===== config.mk =====
export PLATFORM = sky130hd
export DESIGN_NAME = ws2812b_frame_driver
export DESIGN_NICKNAME = d
export VERILOG_FILES = /design/src/rtl/ws2812b_frame_driver.sv
export SDC_FILE = /design/constraint.sdc
export NUM_CORES = 1
export LEC_CHECK = 0
export BUFFER_PORTS_ARGS = -buffer_cell sky130_fd_sc_hd__buf_2
export CAP_MARGIN = 0
export CELL_PAD_IN_SITES_DETAIL_PLACEMENT = 1
export CELL_PAD_IN_SITES_GLOBAL_PLACEMENT = 2
export CORE_UTILIZATION = 38
export DETAILED_ROUTE_END_ITERATION = 10
export PLACE_DENSITY = 0.93
export SETUP_SLACK_MARGIN = 0.02
export SLEW_MARGIN = 10
export SYNTH_ARGS = -nofsm -noshare
export SYNTH_HDL_FRONTEND = slang
export SYNTH_SLANG_ARGS = --single-unit

===== constraint.sdc =====
create_clock -name clk -period 3.7 [get_ports clk]
set_input_delay 0.555 -clock clk [delete_from_list [all_inputs] [get_ports clk]]
set_output_delay 0.555 -clock clk [all_outputs]
set_load 0.02 [all_outputs]

===== src/rtl/ws2812b_frame_driver.sv =====
// ws2812b_frame_driver
//   Output stage of the Game of Life matrix. Fetches one frame of 24-bit GRB
//   pixels through a 1-cycle-latency read port and streams each pixel MSB first
//   onto the WS2812B one-wire line. Every bit takes exactly BIT_CYC clocks. After
//   the last bit the line is held low for RESET_CYC clocks so the LEDs latch the
//   frame. Then frame_done pulses for one cycle.
//
//   The next pixel is prefetched inside bit 0 of the current pixel. Because of
//   this, the bit stream has no gap between pixels.
//
// Ports
//   clk          system clock, rising edge
//   rst_n        synchronous active-low reset (aborts a frame immediately)
//   start        1-cycle frame request, ignored while busy
//   bright_shift per-channel right shift, sampled at start
//                (present only when WS2812B_BRIGHTNESS_EN is defined)
//   pixel_rd     frame-buffer read strobe
//   pixel_addr   frame-buffer read address, valid with pixel_rd, held between reads
//   pixel_data   GRB word {G,R,B}, valid the cycle after pixel_rd
//   busy         high from the fetch cycle through the last latch cycle
//   frame_done   1-cycle pulse after the latch period
//   dout         WS2812B serial data
//
// Configuration macro: WS2812B_BRIGHTNESS_EN
//   Defining this macro adds the bright_shift input. Each 8-bit channel is then
//   shifted right by the sampled amount when the pixel is loaded. Timing is the
//   same in both builds.
module ws2812b_frame_driver #(
  parameter int NUM_PIXELS = 64,
  parameter int ADDR_W     = 6,
  parameter int BIT_CYC    = 15,
  parameter int T0H_CYC    = 4,
  parameter int T1H_CYC    = 8,
  parameter int RESET_CYC  = 3600
) (
  input  logic              clk,
  input  logic              rst_n,
  input  logic              start,
`ifdef WS2812B_BRIGHTNESS_EN
  input  logic [2:0]        bright_shift,
`endif
  output logic              pixel_rd,
  output logic [ADDR_W-1:0] pixel_addr,
  input  logic [23:0]       pixel_data,
  output logic              busy,
  output logic              frame_done,
  output logic              dout
);

  localparam int CNT_W = $clog2(BIT_CYC);
  localparam int LAT_W = $clog2(RESET_CYC + 1);

  localparam logic [CNT_W-1:0]  CNT_LAST = CNT_W'(BIT_CYC - 1);
  // Prefetch strobe is registered, so it is launched one cycle before BIT_CYC-2.
  localparam logic [CNT_W-1:0]  CNT_PREF = CNT_W'(BIT_CYC - 3);
  localparam logic [CNT_W-1:0]  T0H_C    = CNT_W'(T0H_CYC);
  localparam logic [CNT_W-1:0]  T1H_C    = CNT_W'(T1H_CYC);
  localparam logic [LAT_W-1:0]  LAT_LAST = LAT_W'(RESET_CYC - 1);
  localparam logic [ADDR_W-1:0] PIX_LAST = ADDR_W'(NUM_PIXELS - 1);

  localparam logic [2:0] S_IDLE  = 3'd0;
  localparam logic [2:0] S_FETCH = 3'd1;
  localparam logic [2:0] S_LOAD  = 3'd2;
  localparam logic [2:0] S_SEND  = 3'd3;
  localparam logic [2:0] S_LATCH = 3'd4;

  logic [2:0]        state_r;
  logic [CNT_W-1:0]  cnt_r;
  logic [4:0]        bit_idx_r;
  logic [ADDR_W-1:0] pix_idx_r;
  logic [LAT_W-1:0]  lat_cnt_r;
  logic [23:0]       shift_r;
  logic              pixel_rd_r;
  logic [ADDR_W-1:0] pixel_addr_r;
  logic              busy_r;
  logic              frame_done_r;
  logic              dout_r;

  logic [CNT_W-1:0]  next_cnt_s;
  logic [CNT_W-1:0]  high_len_s;
  logic [23:0]       load_word_s;

  assign next_cnt_s = cnt_r + CNT_W'(1);
  assign high_len_s = shift_r[23] ? T1H_C : T0H_C;

`ifdef WS2812B_BRIGHTNESS_EN
  logic [2:0] shift_amt_r;
  assign load_word_s = {pixel_data[23:16] >> shift_amt_r,
                        pixel_data[15:8]  >> shift_amt_r,
                        pixel_data[7:0]   >> shift_amt_r};

  // Brightness is sampled with an accepted start and held for the whole frame.
  always_ff @(posedge clk) begin
    if (!rst_n) begin
      shift_amt_r <= 3'd0;
    end else if (state_r == S_IDLE && start) begin
      shift_amt_r <= bright_shift;
    end else begin
      shift_amt_r <= shift_amt_r;
    end
  end
`else
  assign load_word_s = pixel_data;
`endif

  // Frame sequencer: fetch, per-bit waveform timing, prefetch, and latch hold.
  always_ff @(posedge clk) begin
    if (!rst_n) begin
      state_r      <= S_IDLE;
      cnt_r        <= '0;
      bit_idx_r    <= 5'd0;
      pix_idx_r    <= '0;
      lat_cnt_r    <= '0;
      shift_r      <= 24'd0;
      pixel_rd_r   <= 1'b0;
      pixel_addr_r <= '0;
      busy_r       <= 1'b0;
      frame_done_r <= 1'b0;
      dout_r       <= 1'b0;
    end else begin
      pixel_rd_r   <= 1'b0;
      frame_done_r <= 1'b0;
      case (state_r)
        S_IDLE: begin
          if (start) begin
            state_r      <= S_FETCH;
            pixel_rd_r   <= 1'b1;
            pixel_addr_r <= '0;
            pix_idx_r    <= '0;
            busy_r       <= 1'b1;
          end else begin
            state_r <= S_IDLE;
          end
        end
        S_FETCH: begin
          state_r <= S_LOAD;
        end
        S_LOAD: begin
          state_r   <= S_SEND;
          shift_r   <= load_word_s;
          bit_idx_r <= 5'd23;
          cnt_r     <= '0;
          // Both bit types start high, so dout rises before the bit is inspected.
          dout_r    <= 1'b1;
        end
        S_SEND: begin
          if (cnt_r == CNT_LAST) begin
            cnt_r <= '0;
            if (bit_idx_r == 5'd0) begin
              if (pix_idx_r == PIX_LAST) begin
                state_r   <= S_LATCH;
                lat_cnt_r <= '0;
                dout_r    <= 1'b0;
              end else begin
                // The prefetched word is on pixel_data in this cycle.
                shift_r   <= load_word_s;
                bit_idx_r <= 5'd23;
                pix_idx_r <= pix_idx_r + ADDR_W'(1);
                dout_r    <= 1'b1;
              end
            end else begin
              shift_r   <= {shift_r[22:0], 1'b0};
              bit_idx_r <= bit_idx_r - 5'd1;
              dout_r    <= 1'b1;
            end
          end else begin
            cnt_r  <= next_cnt_s;
            dout_r <= (next_cnt_s < high_len_s);
            if (bit_idx_r == 5'd0 && cnt_r == CNT_PREF && pix_idx_r != PIX_LAST) begin
              pixel_rd_r   <= 1'b1;
              pixel_addr_r <= pix_idx_r + ADDR_W'(1);
            end else begin
              pixel_rd_r <= 1'b0;
            end
          end
        end
        S_LATCH: begin
          dout_r <= 1'b0;
          if (lat_cnt_r == LAT_LAST) begin
            state_r      <= S_IDLE;
            busy_r       <= 1'b0;
            frame_done_r <= 1'b1;
          end else begin
            lat_cnt_r <= lat_cnt_r + LAT_W'(1);
          end
        end
        default: begin
          state_r <= S_IDLE;
          busy_r  <= 1'b0;
          dout_r  <= 1'b0;
        end
      endcase
    end
  end

  assign pixel_rd   = pixel_rd_r;
  assign pixel_addr = pixel_addr_r;
  assign busy       = busy_r;
  assign frame_done = frame_done_r;
  assign dout       = dout_r;

endmodule


======== After elaboration in Yosys (flattened, before gate mapping) ========
Cells that the tools add are included.
operators by class
  mux-type cells .......................... 42
  order comparisons ....................... 1
  eq/ne operators ......................... 19
  reductions and logical operators ........ 16
  bitwise operators ....................... 1
  add/sub/neg operators ................... 4
operators by type and width
  operator                                             number
  2-to-1 mux 24 bit                                    3
  2-to-1 mux 12 bit                                    4
  case mux 24 bit (2 select lines)                     1
  2-to-1 mux 6 bit                                     6
  case mux 12 bit (2 select lines)                     1
  case mux 6 bit (2 select lines)                      2
  != test 2 bit, second input constant                 9
  2-to-1 mux 5 bit                                     3
  case mux 3 bit (5 select lines)                      1
  adder 12 x 1 -> 12 bit, second input constant        1
  equality test 12 bit, second input constant          1
  2-to-1 mux 3 bit                                     4
  2-to-1 mux 1 bit                                     10
  case mux 5 bit (2 select lines)                      1
  AND reduction 5 bit                                  2
  equality test 4 bit, second input constant           2
  2-to-1 mux 4 bit                                     2
  case mux 4 bit (2 select lines)                      1
  AND reduction 4 bit                                  2
  adder 6 x 1 -> 6 bit, second input constant          1
  equality test 3 x 2 -> 1 bit, second input constant  2
  equality test 6 bit, second input constant           1
  != test 6 bit, second input constant                 1
  case mux 1 bit (3 select lines)                      2
  16 further kinds                                     20
storage, ports and cells
  register bits ........................... 64
  output and inout bits ................... 10

======== Logic depth before layout (Yosys ltp) ========
  word-level depth ........................ 6
  depth in mapped cells ................... 9

======== Worst setup path before layout ========
OpenSTA, ideal clock, no wires.
  kind .................................... reg2reg
  start point ............................. register pix_idx_r[0]
  end point ............................... register lat_cnt_r[2]
  arrival ................................. 1.793 ns
  slack ................................... 1.786 ns
  required time ........................... 3.579 ns
  stages on the path, launching flop included .. 7
  path buffers ............................ 0
  cells stage by stage .................... dfxtp_1 -> ha_1 -> nand3_1 -> or2_2 -> or4_4 -> nand2_2 -> nor3_1
between the ends
  cells in the longest elaborated chain, start to end .. 3
RTL lines
  element                               RTL line  RTL
  start: declaration                    70        logic [ADDR_W-1:0] pix_idx_r;
  start signal: assignment              158       pix_idx_r <= pix_idx_r + ADDR_W'(1);
  equality test 6 bit                   150       if (pix_idx_r == PIX_LAST) begin
  != test 2 bit (no source line)        --
  AND reduction 5 bit (no source line)  --
  end signal: assignment                184       lat_cnt_r <= lat_cnt_r + LAT_W'(1);
  end: declaration                      71        logic [LAT_W-1:0] lat_cnt_r;
No other way between the ends.
A chain may end at the register's enable or synchronous reset.

======== Worst setup path in the final report ========
  start point ............................. register state_r[0]
  end point ............................... register shift_r[1]
between the ends
  cells in the longest elaborated chain, start to end .. 3
  elaborated cells between the ends (all ways) .. 7
RTL lines
  element                                                       RTL line  RTL
  start: declaration                                            67        logic [2:0] state_r;
  start signal: assignment                                      109       state_r <= S_IDLE;
  start signal: assignment                                      126       state_r <= S_FETCH;
  start signal: assignment                                      132       state_r <= S_IDLE;
  equality test 3 x 2 -> 1 bit                                  123       case (state_r)
  != test 3 bit (no source line), or another cell as far along  --
  AND reduction 3 bit (no source line)                          --
  end signal: assignment                                        140       shift_r <= load_word_s;
  end signal: assignment                                        156       shift_r <= load_word_s;
  end signal: assignment                                        162       shift_r <= {shift_r[22:0], 1'b0};
  end: declaration                                              72        logic [23:0] shift_r;
Parallel ways exist; a longest one is shown, timed or not.

==> out/qor.yml <==
ys_warn_count: 0
slew_headroom_pct: 29.58
maxCapViolCount: 0
diodes: 0
tns_ns: 0
seq_power_share_pct: 44.9
power_mw: 1.673
clkSlewWorstSetupHoldPaths_ns: 0.08
wl_um: 6907
ys_async_sr_fraction_pct: 0
synthTopCellsByArea: "dfxtp_1, mux2i_1, nor2_1, a211oi_1, ha_1"
antenna_left: 0
drive_gt1_share_pct: 18.33
layout_setup_ws_ns: 1.123
ys_ff_latch: 64
rsz0062_at_grt: "no"
cp.required_ns: 3.94
crit_type: "flip-flop to flip-flop"
dieArea_sq_um: 8484
critPathMaxFanout: 17
holdCritStartpoint: "pixel_addr[1]"
cts_tree: "yes"
fp.dieH_um: 92.11
grt_pass1_wl_um: 11850
switching_power_mw: 0.4139
vdd_ir_drop_max_uv: 191.8
yosysSeqAreaShare_pct: 41.52
pwr-share-clk_pct: 45.0
yosys.area.top_type: "dfxtp_1"
hold_violations: 0
gp_congestion: 0.7328
rows: 32
combPwrFrac_pct: 10.1
start_util_pct: 39.52
stdcell_count: 473
cellPowerDensity_nw_per_um2: 472.4
antenna_found_initial: 0
synth_edf_count: 0
holdWs_ns: 0.4643
p_leak_nw: 1.256
post_cts_resized: 0
final_net_count: 400
clkLatencyLatePin_ns: 0.35
htree_num_levels: 3
cp_data_arrival_time_ns: 2.82
via_per_inst: 5.397
tightestPinTransition_ns: 1.043
post-cts-setup-buffer-count: 0
switching_share_pct: 24.73
ys_types: 55
cts.sink_count: 64
wire_per_inst_um: 14.60
slowest_delay_ns: 0.62
grt_use_total_pct: 17.57
crit_path_start_kind: "flip-flop"
grt_pass1_vias: 2513
final_design_area_no_fill_sq_um: 3542
status: "finished clean"
critPathSlowestCell: "dfxtp_1"
drt_iter0_markers: 55
slew_violations: 0
synth.most_common_cell: "dfxtp_1"
synth-main-ff-cell: "dfxtp_1"
vias: 2553
numCtsBuffers: 9
die_w_um: 92.11
clock-root-buffer: "clkbuf_8"
fin_crit_ns: 2.577
endpoint_kind: "flip-flop"
drt_pass1_iterations: 4
postSynthAreaPerCell_sq_um: 9.156
p_int_mw: 1.259
dp_cells: 457
dp_worst_setup_slack_ns: 1.186
synth_area_sq_um: 3085
synthTopCellsByCount: "dfxtp_1, nor2_1, mux2i_1"
hpwl_um: 4649
holdBufCountCts: 0
fin_worst_skew_ns: 0.01251
fin_util_pct: 45.37
post-route-period-util_pct: 69.64
coreArea_sq_um: 7807
drc: 0
path_cells: "nand2_1 -> or2_1 -> nor2_4 -> buf_4 -> mux2i_1 -> a211oi_1"
critPathLaunch: "state_r[0]"
synth_top_area_share_pct: 41.52
hold_class: "flip-flop to flip-flop"
setup_violations: 0
syn_nets: 371
crit-reg2reg-launch: "state_r[0]"
placed_area_sq_um: 3297
clk_path_buf_depth: 2
area_growth_pct: 14.80
fmaxAchievable_mhz: 388.1
synth_cells: 337
gr-total-overflow: 0
portBuffers: 36
grt_max_degree: 32
io_pins: 37
## worst max-delay path, delay by kind of cell (launching register included)
kind                   cells  cell delay, ns
and+or+nand+nor            3            1.06
DFF                        1            0.62
buffers and inverters      1            0.37
AOI/OAI and AO/OA          1            0.29
muxes                      1            0.12
## flip-flops by register name (all words and copies together), names as in the netlist
name        count
shift_r        24
lat_cnt_r      12
pix_idx_r       6
pixel_addr      6
bit_idx_r       5
cnt_r           4
state_r         3
busy            1
dout            1
frame_done      1
pixel_rd        1
## kinds of logic (layout without fill, tap and decap cells)
| family | after synthesis | after routing | synth area share [%] |
|---|---|---|---|
| and+or+nand+nor | 130 | 130 | 22.22 |
| buffers and inverters | 28 | 62 | 5.190 |
| DFF | 64 | 64 | 41.52 |
| adders and majority gates | 7 | 7 | 2.838 |
| xor gates and xnor gates | 15 | 15 | 4.258 |
| muxes | 25 | 25 | 8.110 |
| AOI/OAI and AO/OA | 68 | 68 | 15.86 |
## routing by layer
layer	GRT usage, %	vias to the layer above	wire, um
met5	0	-	0
met4	7.813	0	110
met3	3.400	9	201
met2	27.61	38	3172
met1	23.28	1224	3423
li1	-	1282	-
## power by group through the flow
stage	logic, mW	registers (mW)	clock network (mW)
after detailed placement	0.171	0.766	0
final	0.169	0.751	0.753
after global routing	0.191	0.756	0.799
after global placement	0.165	0.764	0
after CTS	0.172	0.751	0.763
after floorplan	0.134	0.759	0
## worst paths after layout
kind | endpoint | slack [ns] | cells past startpoint
setup / recovery | shift_r[1] | 1.12 | 6
hold / removal | pixel_addr[1] | 0.46 | 2
setup reg to reg | shift_r[1] | 1.12 | 6
hold reg to reg | pixel_addr[1] | 0.46 | 2
## placed cells by master (no fill, tap or decap), drive strengths merged, types with 2 or more instances in the layout
cell / instances
a211oi: 23
a21oi: 13
a311oi: 2
a31oi: 2
a32oi: 2
and3: 3
buf: 39
bufinv: 3
clkbuf: 11
clkinv: 3
dfxtp: 64
ha: 7
inv: 6
mux2i: 25
nand2: 17
nand2b: 4
nand3: 16
nand3b: 2
nand4: 6
nor2: 54
nor2b: 3
nor3: 3
nor3b: 2
nor4: 3
nor4b: 4
o21a: 2
o21ai: 8
o22ai: 4
o31ai: 5
o41ai: 3
or2: 2
or3: 3
or4: 3
xnor2: 8
xor2: 7
## layout make-up
class | instances | area [sq um]
Tap cell | 102 | 127.6
Inverter | 7 | 26.28
Clock inverter | 5 | 103.9
Sequential cell | 64 | 1281
Timing Repair Buffer | 39 | 202.7
Fill cell | 943 | 4265
Clock buffer | 11 | 141.4
Multi-Input combinational cell | 245 | 1659
Note: power is estimated with default switching activity, not from simulation.
